==> src/rtl/pipeline_pkg.sv <==
// rtl/pipeline_pkg.sv - shared encodings and types for the memory stage
package pipeline_pkg;
  localparam logic [2:0] F3_B  = 3'b000;
  localparam logic [2:0] F3_H  = 3'b001;
  localparam logic [2:0] F3_W  = 3'b010;
  localparam logic [2:0] F3_BU = 3'b100;
  localparam logic [2:0] F3_HU = 3'b101;

  localparam logic [1:0] RES_ALU = 2'b00;
  localparam logic [1:0] RES_MEM = 2'b01;
  localparam logic [1:0] RES_PC4 = 2'b10;

  typedef enum logic {LSU_IDLE = 1'b0, LSU_BUSY = 1'b1} lsu_state_e;

  typedef struct packed {
    logic        regwrite;
    logic [1:0]  resultsrc;
    logic [31:0] aluresult;
    logic [31:0] readdata;
    logic [4:0]  rd;
    logic [31:0] pcplus4;
  } memwb_t;

  typedef struct packed {
    logic        regwrite;
    logic [1:0]  resultsrc;
    logic        we;
    logic [2:0]  funct3;
    logic [31:0] addr;
    logic [31:0] wdata;
    logic [3:0]  be;
    logic [4:0]  rd;
    logic [31:0] pcplus4;
  } lsu_req_t;
endpackage

==> src/rtl/mem_stage_lsu_if.sv <==
// rtl/mem_stage_lsu_if.sv - data memory req/ack bus between the LSU and memory
interface mem_stage_lsu_if;
  logic        req;
  logic        we;
  logic [31:0] addr;
  logic [31:0] wdata;
  logic [3:0]  be;
  logic        ack;
  logic [31:0] rdata;

  modport master (output req, we, addr, wdata, be, input ack, rdata);
  modport slave  (input req, we, addr, wdata, be, output ack, rdata);
endinterface

==> src/rtl/lsu_align.sv <==
// rtl/lsu_align.sv - store lane placement and load lane extraction/extension
module lsu_align
  import pipeline_pkg::*;
(
  input  logic        st_we,
  input  logic [1:0]  st_size,
  input  logic [1:0]  st_addr_lo,
  input  logic [31:0] st_wd,
  output logic [3:0]  st_be,
  output logic [31:0] st_wdata,
  input  logic [2:0]  ld_funct3,
  input  logic [1:0]  ld_addr_lo,
  input  logic [31:0] ld_rdata,
  output logic [31:0] ld_data
);
  logic [31:0] ld_shift;

  always_comb begin
    st_be    = 4'b1111;
    st_wdata = st_wd;
    if (st_we) begin
      case (st_size)
        2'b00: begin
          st_be    = 4'b0001 << st_addr_lo;
          st_wdata = {4{st_wd[7:0]}};
        end
        2'b01: begin
          st_be    = 4'b0011 << st_addr_lo;
          st_wdata = {2{st_wd[15:0]}};
        end
        default: ;
      endcase
    end
  end

  // Shift the addressed lane down to bit 0 before extending.
  assign ld_shift = ld_rdata >> {ld_addr_lo, 3'b000};

  always_comb begin
    case (ld_funct3)
      F3_B:    ld_data = {{24{ld_shift[7]}}, ld_shift[7:0]};
      F3_H:    ld_data = {{16{ld_shift[15]}}, ld_shift[15:0]};
      F3_W:    ld_data = ld_shift;
      F3_BU:   ld_data = {24'h0, ld_shift[7:0]};
      F3_HU:   ld_data = {16'h0, ld_shift[15:0]};
      default: ld_data = 32'h0;
    endcase
  end
endmodule

==> src/rtl/mem_stage_lsu.sv <==
// rtl/mem_stage_lsu.sv - memory stage: load/store sequencer, stall and MEM/WB register
module mem_stage_lsu
  import pipeline_pkg::*;
#(
  parameter int TIMEOUT = 16,
  parameter int CNT_W   = 5
)(
  input  logic             clk,
  input  logic             rst_n,
  input  logic             regwrite_m,
  input  logic [1:0]       resultsrc_m,
  input  logic             memwrite_m,
  input  logic [31:0]      aluresult_m,
  input  logic [31:0]      writedata_m,
  input  logic [4:0]       rd_m,
  input  logic [31:0]      pcplus4_m,
  input  logic [2:0]       funct3_m,
  mem_stage_lsu_if.master  dmem,
  output logic             stall_m,
  output logic             regwrite_w,
  output logic [1:0]       resultsrc_w,
  output logic [31:0]      aluresult_w,
  output logic [31:0]      readdata_w,
  output logic [4:0]       rd_w,
  output logic [31:0]      pcplus4_w,
  output logic             fault_w,
  output logic [31:0]      fault_addr_w
);
  lsu_state_e       state_q, state_d;
  logic [CNT_W-1:0] cnt_q, cnt_d;
  lsu_req_t         req_q, req_d;
  memwb_t           wb_q, wb_d;
  logic             fault_q, fault_d;
  logic [31:0]      fault_addr_q, fault_addr_d;

  logic        mem_op, size_ok, misaligned, timeout_hit, lat_is_load;
  logic [3:0]  st_be;
  logic [31:0] st_wdata, ld_data;

  lsu_align u_align (
    .st_we      (memwrite_m),
    .st_size    (funct3_m[1:0]),
    .st_addr_lo (aluresult_m[1:0]),
    .st_wd      (writedata_m),
    .st_be      (st_be),
    .st_wdata   (st_wdata),
    .ld_funct3  (req_q.funct3),
    .ld_addr_lo (req_q.addr[1:0]),
    .ld_rdata   (dmem.rdata),
    .ld_data    (ld_data)
  );

  always_comb begin
    mem_op = (resultsrc_m == RES_MEM) || memwrite_m;
    if (memwrite_m) size_ok = funct3_m inside {F3_B, F3_H, F3_W};
    else            size_ok = funct3_m inside {F3_B, F3_H, F3_W, F3_BU, F3_HU};
    misaligned = ((funct3_m[1:0] == 2'b01) && aluresult_m[0]) ||
                 ((funct3_m[1:0] == 2'b10) && (aluresult_m[1:0] != 2'b00));
  end

  assign timeout_hit = (cnt_q == CNT_W'(TIMEOUT - 1));
  assign lat_is_load = (req_q.resultsrc == RES_MEM) && !req_q.we;

  always_comb begin
    state_d      = state_q;
    cnt_d        = cnt_q;
    req_d        = req_q;
    wb_d         = '0;
    fault_d      = 1'b0;
    fault_addr_d = fault_addr_q;
    stall_m      = 1'b0;
    case (state_q)
      LSU_IDLE: begin
        if (!mem_op) begin
          wb_d = '{regwrite: regwrite_m, resultsrc: resultsrc_m, aluresult: aluresult_m,
                   readdata: 32'h0, rd: rd_m, pcplus4: pcplus4_m};
        end else if (!size_ok || misaligned) begin
          fault_d      = 1'b1;
          fault_addr_d = aluresult_m;
        end else begin
          stall_m = 1'b1;
          req_d   = '{regwrite: regwrite_m, resultsrc: resultsrc_m, we: memwrite_m,
                      funct3: funct3_m, addr: aluresult_m, wdata: st_wdata, be: st_be,
                      rd: rd_m, pcplus4: pcplus4_m};
          cnt_d   = '0;
          state_d = LSU_BUSY;
        end
      end
      LSU_BUSY: begin
        if (dmem.ack) begin
          wb_d = '{regwrite: req_q.regwrite, resultsrc: req_q.resultsrc, aluresult: req_q.addr,
                   readdata: lat_is_load ? ld_data : 32'h0, rd: req_q.rd, pcplus4: req_q.pcplus4};
          cnt_d   = '0;
          state_d = LSU_IDLE;
        end else if (timeout_hit) begin
          // Give up on the bus; release the pipeline so the fault can be taken.
          fault_d      = 1'b1;
          fault_addr_d = req_q.addr;
          cnt_d        = '0;
          state_d      = LSU_IDLE;
        end else begin
          stall_m = 1'b1;
          cnt_d   = cnt_q + 1'b1;
        end
      end
      default: state_d = LSU_IDLE;
    endcase
  end

  always_ff @(posedge clk or negedge rst_n) begin
    if (!rst_n) begin
      state_q      <= LSU_IDLE;
      cnt_q        <= '0;
      req_q        <= '0;
      wb_q         <= '0;
      fault_q      <= 1'b0;
      fault_addr_q <= '0;
    end else begin
      state_q      <= state_d;
      cnt_q        <= cnt_d;
      req_q        <= req_d;
      wb_q         <= wb_d;
      fault_q      <= fault_d;
      fault_addr_q <= fault_addr_d;
    end
  end

  assign dmem.req   = (state_q == LSU_BUSY);
  assign dmem.we    = req_q.we;
  assign dmem.addr  = {req_q.addr[31:2], 2'b00};
  assign dmem.be    = req_q.be;
  assign dmem.wdata = req_q.wdata;

  assign regwrite_w   = wb_q.regwrite;
  assign resultsrc_w  = wb_q.resultsrc;
  assign aluresult_w  = wb_q.aluresult;
  assign readdata_w   = wb_q.readdata;
  assign rd_w         = wb_q.rd;
  assign pcplus4_w    = wb_q.pcplus4;
  assign fault_w      = fault_q;
  assign fault_addr_w = fault_addr_q;
endmodule

==> src/flat_wrapper.sv <==
// flat-port wrapper written by rule: the top's interface ports become plain ports
module mem_stage_lsu_flat import pipeline_pkg::*;
#(
  parameter int TIMEOUT = 16,
  parameter int CNT_W   = 5
)
  (clk, rst_n, regwrite_m, resultsrc_m, memwrite_m, aluresult_m, writedata_m, rd_m, pcplus4_m, funct3_m, stall_m, regwrite_w, resultsrc_w, aluresult_w, readdata_w, rd_w, pcplus4_w, fault_w, fault_addr_w, dmem_req, dmem_we, dmem_addr, dmem_wdata, dmem_be, dmem_ack, dmem_rdata);
  mem_stage_lsu_if dmem_i ();
  input  logic clk;
  input  logic rst_n;
  input  logic regwrite_m;
  input  logic [1:0] resultsrc_m;
  input  logic memwrite_m;
  input  logic [31:0] aluresult_m;
  input  logic [31:0] writedata_m;
  input  logic [4:0] rd_m;
  input  logic [31:0] pcplus4_m;
  input  logic [2:0] funct3_m;
  output logic stall_m;
  output logic regwrite_w;
  output logic [1:0] resultsrc_w;
  output logic [31:0] aluresult_w;
  output logic [31:0] readdata_w;
  output logic [4:0] rd_w;
  output logic [31:0] pcplus4_w;
  output logic fault_w;
  output logic [31:0] fault_addr_w;
  output wire logic [$bits(dmem_i.req)-1:0] dmem_req;
  output wire logic [$bits(dmem_i.we)-1:0] dmem_we;
  output wire logic [$bits(dmem_i.addr)-1:0] dmem_addr;
  output wire logic [$bits(dmem_i.wdata)-1:0] dmem_wdata;
  output wire logic [$bits(dmem_i.be)-1:0] dmem_be;
  input wire logic [$bits(dmem_i.ack)-1:0] dmem_ack;
  input wire logic [$bits(dmem_i.rdata)-1:0] dmem_rdata;
  assign dmem_req = dmem_i.req;
  assign dmem_we = dmem_i.we;
  assign dmem_addr = dmem_i.addr;
  assign dmem_wdata = dmem_i.wdata;
  assign dmem_be = dmem_i.be;
  assign dmem_i.ack = dmem_ack;
  assign dmem_i.rdata = dmem_rdata;
  mem_stage_lsu #(.TIMEOUT(TIMEOUT), .CNT_W(CNT_W)) u_core (.clk(clk), .rst_n(rst_n), .regwrite_m(regwrite_m), .resultsrc_m(resultsrc_m), .memwrite_m(memwrite_m), .aluresult_m(aluresult_m), .writedata_m(writedata_m), .rd_m(rd_m), .pcplus4_m(pcplus4_m), .funct3_m(funct3_m), .dmem(dmem_i), .stall_m(stall_m), .regwrite_w(regwrite_w), .resultsrc_w(resultsrc_w), .aluresult_w(aluresult_w), .readdata_w(readdata_w), .rd_w(rd_w), .pcplus4_w(pcplus4_w), .fault_w(fault_w), .fault_addr_w(fault_addr_w));
endmodule
==> config.mk <==
export PLATFORM = sky130hd
export DESIGN_NAME = mem_stage_lsu_flat
export DESIGN_NICKNAME = d
export VERILOG_FILES = /design/src/rtl/pipeline_pkg.sv /design/src/rtl/mem_stage_lsu_if.sv /design/src/rtl/lsu_align.sv /design/src/rtl/mem_stage_lsu.sv /design/src/flat_wrapper.sv
export SDC_FILE = /design/constraint.sdc
export NUM_CORES = 1
export LEC_CHECK = 0
export CORE_UTILIZATION = 30
export CTS_CLUSTER_DIAMETER = 30
export DETAILED_ROUTE_END_ITERATION = 8
export GPL_ROUTABILITY_DRIVEN = 0
export PLACE_DENSITY = 0.58
export SETUP_SLACK_MARGIN = 0.05
export SLEW_MARGIN = 20
export SYNTH_ARGS = -nofsm -noshare
export SYNTH_HDL_FRONTEND = slang
export SYNTH_SLANG_ARGS = --single-unit
==> constraint.sdc <==
create_clock -name clk -period 1.7 [get_ports clk]
set_input_delay 0.34 -clock clk [delete_from_list [all_inputs] [get_ports clk]]
set_output_delay 0.34 -clock clk [all_outputs]
set_load 0.05 [all_outputs]
* Word level (Yosys, flattened, before mapping)
Cells that the tools add are included.
** Cells by class
- $add $sub $neg :: 1
- Shift operators :: 3
- Mux-type cells :: 30
- Reduce and logical (&&, ||, !) cells :: 17
- Bitwise gates (word level) :: 2
- Eq/ne operators :: 18
** Operators with widths (count)
- $mux 104 :: 2
- $pmux 104 s2 :: 1
- $mux 32 :: 6
- $pmux 32 s5 :: 1
- $pmux 32 s2 :: 2
- $shr 32x5->32 :: 1
- $mux 5 :: 4
- $eq 3x3->1 const B :: 4
- $pmux 5 s2 :: 1
- $mux 1 :: 9
- $pmux 4 s2 :: 1
- $eq 2x1->1 const B :: 3
- $eq 3x1->1 const B :: 2
- $eq 3x2->1 const B :: 2
- $logic_not 3->1 :: 2
- $ne 2x2->1 const B :: 3
- $add 5x1->5 const B :: 1
- $eq 5x4->1 const B :: 1
- $reduce_bool 5->1 :: 1
- $mux 4 :: 1
- $ne 2x1->1 const B :: 2
- $pmux 1 s2 :: 2
- $reduce_and 4->1 :: 1
- $shl 1x2->4 const A :: 1
- other kinds (11) :: 17
** Word-level totals
- Logic and storage cells :: 90
- Register bits :: 255
- Input bits :: 143
- Output and inout port bits :: 208

* Logic depth before layout (Yosys ltp)
Gate-level depths: netlist (run 1).
- Depth in word-level cells :: 8
- Depth in mapped cells :: 7
- Mapped depth without buffers :: 5

* Modules after synthesis
A second synthesis (run 1) with hierarchy kept.
** Second synthesis, totals
- Cell total of the unflattened synthesis :: 869
- Area, all modules :: 11763.8 um^2
** Modules (own cells, without submodules)
- mem_stage_lsu :: seq. area each 6381.1 um^2, area each 10401.2 um^2, cells an instance 673, instances 1
- lsu_align :: seq. area each 0.0 um^2, area each 1362.6 um^2, cells an instance 196, instances 1

* Worst setup path after synthesis (run 1)
No wires, ideal clock.
- Kind :: register -> output
- Start :: reg u_core.state_q, in the netlist u_core.dmem.req
- End :: out stall_m
- Buffers on the path :: 3
- Path slack :: -0.451 ns
- Cell stages (with the launch flop) :: 7
- Data required time :: 1.360 ns
- Arrival time :: 1.811 ns
- Cell sequence :: dfrtp_1 > buf_2 > inv_2 > o221ai_2 > buf_4 > buf_2 > nand2_1
** Between the ends
- Word-level cells in the longest chain between the ends :: 2
** Ends and longest elaborated chain
- from (decl) :: RTL line mem_stage_lsu.sv:29 : lsu_state_e state_q, state_d;
- from (signal assigned) :: RTL line mem_stage_lsu.sv:119 : state_q <= state_d;
- $not 1->1 (no source line)
- $pmux 1 s2 (*) :: RTL line mem_stage_lsu.sv:72 : case (state_q)
- to (decl) :: RTL line flat_wrapper.sv:19 : output logic stall_m;
Every way passes the cells marked *; elsewhere a longest branch is shown, timed or not.

* Worst setup path in the final report (run 1)
- Start :: reg u_core.cnt_q[0]
- End :: out stall_m
** Between the ends
- Word-level cells in the longest chain between the ends :: 4
** Ends and longest elaborated chain
- from (decl) :: RTL line mem_stage_lsu.sv:30 : logic [CNT_W-1:0] cnt_q, cnt_d;
- from (signal assigned) :: RTL line mem_stage_lsu.sv:120 : cnt_q <= cnt_d;
- $eq 5x4->1 :: RTL line mem_stage_lsu.sv:61 : assign timeout_hit = (cnt_q == CNT_W'(TIMEOUT - 1));
- $mux 1 :: RTL line mem_stage_lsu.sv:95 : end else if (timeout_hit) begin
- $mux 1 :: RTL line mem_stage_lsu.sv:90 : if (dmem.ack) begin
- $pmux 1 s2 :: RTL line mem_stage_lsu.sv:72
No other way between the ends.

==> reports/metrics.csv, run 1 <==
metric,value,unit
setup tns final,-2.59,ns
Die Y,197,µm
Logic pwr share,0.296,
met1 GRT Util,0.220,
NetSw,0.0108,W
Max Slew Vio Count,0,
multi-input combinational cell area,4450,µm²
crit share post-route,1.19,
CTS tree,built,
Pwr Total,0.0316,W
CTS Root Cell,clkbuf_16,
average size of a mapped cell,12.7,µm²
Max Freq,0.496,GHz
clock buffer depth,3,
placement-stage cell area,15400,µm²
P per Cell Area,1700,nW/µm²
DP HPWL,23700,µm
maximum vdd drop,1.01,mV
Int Pwr,0.0207,W
gr busiest metal,met2,
insertion delay of the later-clocked pin in the worst-skew pair,0.57,ns
Leakage,8.82,nW
violated checks,setup timing,
"FF+latch count, synth",255,
final setup margin,-0.317,ns
status,finished with violations,
die width,197,µm
Starting Density,0.304,
Sink Count,255,
final hold violations,0,
first-pass GRT wire length,53400,µm
crit path time final,2.02,ns
wire length per cell,18.6,µm
crit path DAT,1.68,ns
final setup violation count,35,
Mapped Cells,899,
TritonCTS Buffers,69,
post-route design area,18500,µm²
Global Route Usage Sum,0.180,
switching share of power,0.343,
synthesized cell area,11400,µm²
drt drc,0,
clock skew,0.0231,ns
Netlist cell types,39,
"Slowest-stage cell, CP",dfrtp_1,
Total Die Area,38700,µm²
Clock H-tree levels,3,
max incr delay on CP,0.38,ns
crit path kind,reg2out,
"Seq/Total Area, Yosys",0.560,
crit path max fanout,2,
pin count of the biggest net entering global routing,67,
NumNets Final,1455,
FF+latch area,6390,µm²
vias per inst,4.63,
clock slew at reported path FFs,0.04,ns
Hold Crit Class,in2async,
dpl ws,-0.580,ns
row cnt,71,
Sequential Power Share,0.267,
clock network power share,0.437,
Top Ports,351,
Pre-antenna DRT Iters,4,
Via Count,8690,
grt ovf,0,
hold slack,0.214,ns
remaining antenna violation count,0,
M3 GR Usage,0.0517,
max-cap viol count,0,
vias in the first global route,9212,
Layout fillers,3316,
WP data required,1.36,ns
Yosys warning count,0,
RSZ-0062 raised after global routing,yes,
met2 Use GR,0.291,
1st-iter DRT viols,257,
startpoint types,flip-flop,
number of port buffers,348,
crit-path cells,ha_4 -> nand3_4 -> o21ai_4 -> nand2_8 -> buf_12,
crit end category,output pin,
area growth from synthesis to layout,62.7,%
"wirelength, routed",35000,µm
layout cell share with drive strength beyond 1,0.422,
core footprint,37500,µm²
initial antenna violation count,6,
## routing by layer
layer / share of wire / wire length, µm / vias to the layer above
li1: - / - / 4013
met1: 0.41 / 14400 / 4318
met2: 0.49 / 17300 / 291
met3: 0.066 / 2290 / 66
met4: 0.027 / 927 / 2
met5: 0.00046 / 16 / -
## final timing paths
check / start / to / slack, ns / cells past startpoint
setup / recovery: u_core.cnt_q[0] / stall_m / -0.32 / 5
hold / removal: rst_n / u_core.fault_addr_w[13] / 0.21 / 2
setup reg to reg: u_core.cnt_q[0] / u_core.fault_addr_w[19] / -0.15 / 10
hold reg to reg: u_core.req_q[30] / u_core.pcplus4_w[30] / 0.47 / 1
max in group asynchronous: rst_n / u_core.readdata_w[12] / 0.81 / 4
min in group clk: writedata_m[31] / u_core.dmem.wdata[31] / 0.40 / 3
## per-stage QoR
step,util,instances
2_1_floorplan,-,900
3_3_place_gp,0.410,1722
3_5_place_dp,0.410,1722
4_1_cts,0.486,1865
5_1_grt,0.494,1878
6_report,0.494,1878
## placed cells by master, fill, tap and decap left out, types with 4 or more instances in the layout
cell type / count
buf_4: 262
dfrtp_1: 251
clkdlybuf4s50_1: 136
mux2i_1: 130
clkbuf_16: 73
a22o_1: 70
mux2_2: 53
nand2_1: 46
o21ai_0: 43
buf_12: 35
mux2_4: 31
nor2_1: 24
buf_6: 18
a21oi_1: 14
a211oi_1: 14
clkinvlp_4: 12
bufinv_16: 12
nor2b_1: 9
clkbuf_8: 9
nand2_2: 7
and2_1: 7
clkbuf_1: 7
o21ai_2: 6
clkinv_2: 6
nand2b_1: 5
o21ai_1: 5
inv_1: 5
a21oi_2: 4
buf_16: 4
buf_8: 4
dlygate4sd2_1: 4
dfrtp_2: 4
## what timing repair did
item,CTS,global route
buffers inserted,15,8
setup endpoints to repair,73,182
hold endpoints to repair,195,0
cloned,3,3
pin swaps,5,7
resized for setup,31,62
hold buffers,1,0
## kinds of logic (layout without fill, tap and decap cells)
family / Yosys count / after routing / synth area share
DFF: 255 / 255 / 0.560
muxes: 215 / 215 / 0.208
AOI/OAI and AO/OA: 172 / 172 / 0.108
buffers and inverters: 134 / 598 / 0.0722
and+or+nand+nor: 120 / 120 / 0.0497
adders and majority gates: 1 / 1 / 0.00110
other: 1 / 5 / 0.000329
xor gates and xnor gates: 1 / 1 / 0.000769
## power groups by stage
stage	Combinational [W]	Sequential [W]	Clock, W
2_1_floorplan	0.00476	0.0100	0
3_3_place_gp	0.00907	0.00842	0
3_5_place_dp	0.00916	0.00845	0
4_1_cts	0.00925	0.00841	0.0141
5_1_grt	0.00983	0.00861	0.0144
6_report	0.00936	0.00842	0.0138
## sequential cells by signal (all words and copies together), names as in the netlist, 2 cells and up
| signal | flops |
|---|---|
| u_core.dmem.be | 4 |
| u_core.aluresult_w | 32 |
| u_core.req_q | 45 |
| u_core.rd_w | 5 |
| u_core.cnt_q | 5 |
| u_core.readdata_w | 32 |
| u_core.dmem.wdata | 32 |
| u_core.resultsrc_w | 2 |
| u_core.pcplus4_w | 32 |
| u_core.fault_addr_w | 32 |
| u_core.dmem.addr | 30 |
## critical path, delay by kind of cell, from the launching register on
family,cells,cell delay [ns]
AOI/OAI and AO/OA,1,0.26
and+or+nand+nor,2,0.16
DFF,1,0.38
buffers and inverters,1,0.15
adders and majority gates,1,0.16
## cell usage after synthesis, drive strengths merged
cell type / number / area share
o211ai: 2 / 0.0013
mux2i: 131 / 0.12
xor2: 1 / 0.00077
o21a: 1 / 0.00066
nor4: 1 / 0.0019
inv: 6 / 0.0020
conb: 1 / 0.00033
clkbuf: 26 / 0.0086
a2bb2oi: 1 / 0.00077
dfrtp: 255 / 0.56
mux2: 84 / 0.093
a2111o: 1 / 0.00099
a21oi: 18 / 0.0079
o21ai: 55 / 0.024
a221oi: 1 / 0.0023
ha: 1 / 0.0011
nand2b: 5 / 0.0027
nor4bb: 1 / 0.00088
or4: 1 / 0.00066
a211oi: 17 / 0.011
and2: 8 / 0.0044
o221ai: 1 / 0.0013
o31ai: 3 / 0.0020
nor2b: 11 / 0.0060
nor3: 6 / 0.0031
a22o: 71 / 0.055
buf: 102 / 0.062
a211o: 1 / 0.00077
nor4b: 1 / 0.00077
nand2: 55 / 0.018
nor2: 25 / 0.0085
nand3: 6 / 0.0026
## layout make-up
type,count,area share
sequential,255,0.345
inverter,6,0.00135
timing repair buffer,468,0.245
multi-input combinational,511,0.240
antenna,3,0.000405
tap,511,0.0345
clock inverter,38,0.0321
clock buffer,86,0.103
No activity file was read; power rests on OpenSTA's default activity.
==> run 2: changes to the inputs <==
CORE_UTILIZATION = 43   (was 30)
PLACE_DENSITY = 0.77   (was 0.58)
==> reports/metrics.csv, run 2 (synthesized netlist as in run 1, its figures left out) <==
metric,value,unit,change
vias per inst,5.19,,+12%
WP data required,1.36,ns,about the same
Total Die Area,27100,µm²,-30%
"wirelength, routed",32500,µm,-7.0%
"Slowest-stage cell, CP",dfrtp_1,,
wire length per cell,19.7,µm,+5.8%
Reg2Reg Capture Point,u_core.fault_addr_w[31],,
number of port buffers,348,,unchanged
Top Ports,351,,unchanged
"most common cell after layout, fill and taps aside",buf_4,,
TritonCTS Buffers,53,,-23%
Max Freq,0.499,GHz,+0.61%
grt ovf,0,,unchanged
area growth from synthesis to layout,50.4,%,
max-cap viol count,0,,unchanged
clock network power share,0.380,,-0.057
Rel. slew slack,0.632,,
worst-margin pin slew,0.550,ns,
max incr delay on CP,0.39,ns,about the same
Worst Reg2Reg Path Length in Cells,10,,unchanged
first-pass GRT wire length,49100,µm,-8.0%
crit path time final,2.00,ns,-0.0122 ns
CTS tree,built,,
Die Y,165,µm,-16%
Worst R2R Setup Slack,-0.20,ns,-0.05 ns
Global Route Usage Sum,0.234,,+0.0547
layout cell share with drive strength beyond 1,0.396,,-0.0259
crit end category,output pin,,
NetSw,0.00995,W,-8.1%
Hold Crit Class,in2async,,
final hold violations,0,,unchanged
max reg flops,45,,unchanged
CTS Root Cell,clkbuf_16,,
P per Cell Area,1640,nW/µm²,-3.8%
clock buffer depth,3,,unchanged
RSZ-0062 raised after global routing,yes,,
final setup violation count,38,,+8.6%
pin count of the biggest net entering global routing,60,,-10%
row cnt,59,,-17%
setup tns final,-3.94,ns,-1.34 ns
Max Slew Vio Count,0,,unchanged
Sink Count,255,,unchanged
DP HPWL,21600,µm,-9.0%
Leakage,8.28,nW,-6.1%
crit-path cells,ha_4 -> nand3_4 -> o21ai_4 -> nand2_8 -> buf_12,,
startpoint types,flip-flop,,
Top reg by flops,u_core.req_q,,
placement-stage cell area,14800,µm²,-3.6%
Worst R2R Start,u_core.cnt_q[0],,
"commonest non-fill, non-tap cells in the layout","266 x buf_4, 252 x dfrtp_1, 136 x clkdlybuf4s50_1",,
Starting Density,0.438,,+0.135
crit path kind,reg2out,,
vias in the first global route,9021,,-2.1%
insertion delay of the later-clocked pin in the worst-skew pair,0.54,ns,-0.03 ns
Via Count,8563,,-1.5%
violated checks,setup timing,,
crit share post-route,1.18,,-0.00716
Pre-antenna DRT Iters,4,,unchanged
status,finished with violations,,
post-route design area,17100,µm²,-7.6%
Logic pwr share,0.322,,+0.026
clock skew,0.0122,ns,-0.0109 ns
drt drc,0,,unchanged
NumNets Final,1414,,-2.8%
final setup margin,-0.305,ns,+0.0122 ns
maximum vdd drop,1.13,mV,+12%
remaining antenna violation count,0,,unchanged
die width,165,µm,-16%
clock slew at reported path FFs,0.05,ns,about the same
core footprint,26000,µm²,-31%
crit path max fanout,4,,+2
switching share of power,0.354,,+0.0112
Layout fillers,1936,,-42%
crit path DAT,1.66,ns,-0.02 ns
Sequential Power Share,0.299,,+0.032
Clock H-tree levels,2,,-1
initial antenna violation count,5,,-1
1st-iter DRT viols,530,,+110%
Int Pwr,0.0181,W,-13%
## run 2: cell types whose count changed in the layout (fill, tap and decap cells not counted), moves of 5 or more
cell,previous run,this run
clkbuf_16,73,56
clkinvlp_4,12,5
buf_12,35,19
buf_6,18,11
bufinv_16,12,7
## run 2: cell type report
type	count	area, µm²	share of cell area
clock buffers	69	1540	0.0898
diodes	4	10.0	0.000584
multi-input cells	511	4370	0.255
clock inverters	28	350	0.0204
inverters	6	25.0	0.00146
flip-flops and latches	255	6380	0.373
repair buffers	443	4040	0.236
well taps	335	419	0.0245
## run 2: critical path, delay by kind of cell (launching register included)
family                     cells  cell delay (ns)
DFF                            1             0.39
AOI/OAI and AO/OA              1             0.26
and+or+nand+nor                2             0.17
adders and majority gates      1             0.16
buffers and inverters          1             0.16
## run 2: metal layers
metal,GRT usage,part of all wire,up-vias
met5,0,0.00049,-
met4,0.105,0.033,2
met3,0.0558,0.064,77
met2,0.383,0.50,323
met1,0.294,0.41,4260
li1,-,-,3901
## run 2: how the worst max path moves through the flow
stage,from,endpoint,slack (ns),cells past startpoint
after floorplan,aluresult_m[0],stall_m,-0.03,6
after global placement,funct3_m[2],u_core.dmem.addr[6],-0.60,6
after detailed placement,funct3_m[2],u_core.fault_addr_w[11],-0.67,7
after CTS,u_core.cnt_q[0],stall_m,-0.34,5
after global routing,u_core.cnt_q[1],stall_m,-0.38,5
final,u_core.cnt_q[0],stall_m,-0.30,5
## run 2: power by group through the flow
stage	registers, W	logic, W	clock network (W)
global route	0.00856	0.00948	0.0111
detailed placement	0.00841	0.00891	0
CTS	0.00838	0.00899	0.0108
floorplan	0.0100	0.00476	0
finish	0.00839	0.00903	0.0107
global placement	0.00836	0.00876	0
## run 2: repair_timing
item	CTS	global route
endpoints found under the hold margin	43	0
setup endpoints to repair	135	87
resized for setup	30	36
gates cloned	4	2
buffers inserted	11	7
pin swaps	9	5
hold buffers	1	0
## run 2: through the flow
| step | hold slack, ns | utilization | cells | setup slack [ns] | total power [W] |
|---|---|---|---|---|---|
| 5_1_grt | 0.356 | 0.659 | 1651 | -0.376 | 0.0292 |
| 4_1_cts | 0.330 | 0.654 | 1640 | -0.345 | 0.0282 |
| 3_5_place_dp | 0.306 | 0.570 | 1528 | -0.672 | 0.0173 |
| 2_1_floorplan | 0.0444 | - | 900 | -0.0326 | 0.0148 |
| 6_report | 0.322 | 0.659 | 1651 | -0.305 | 0.0281 |
| 3_3_place_gp | 0.310 | 0.570 | 1528 | -0.604 | 0.0171 |
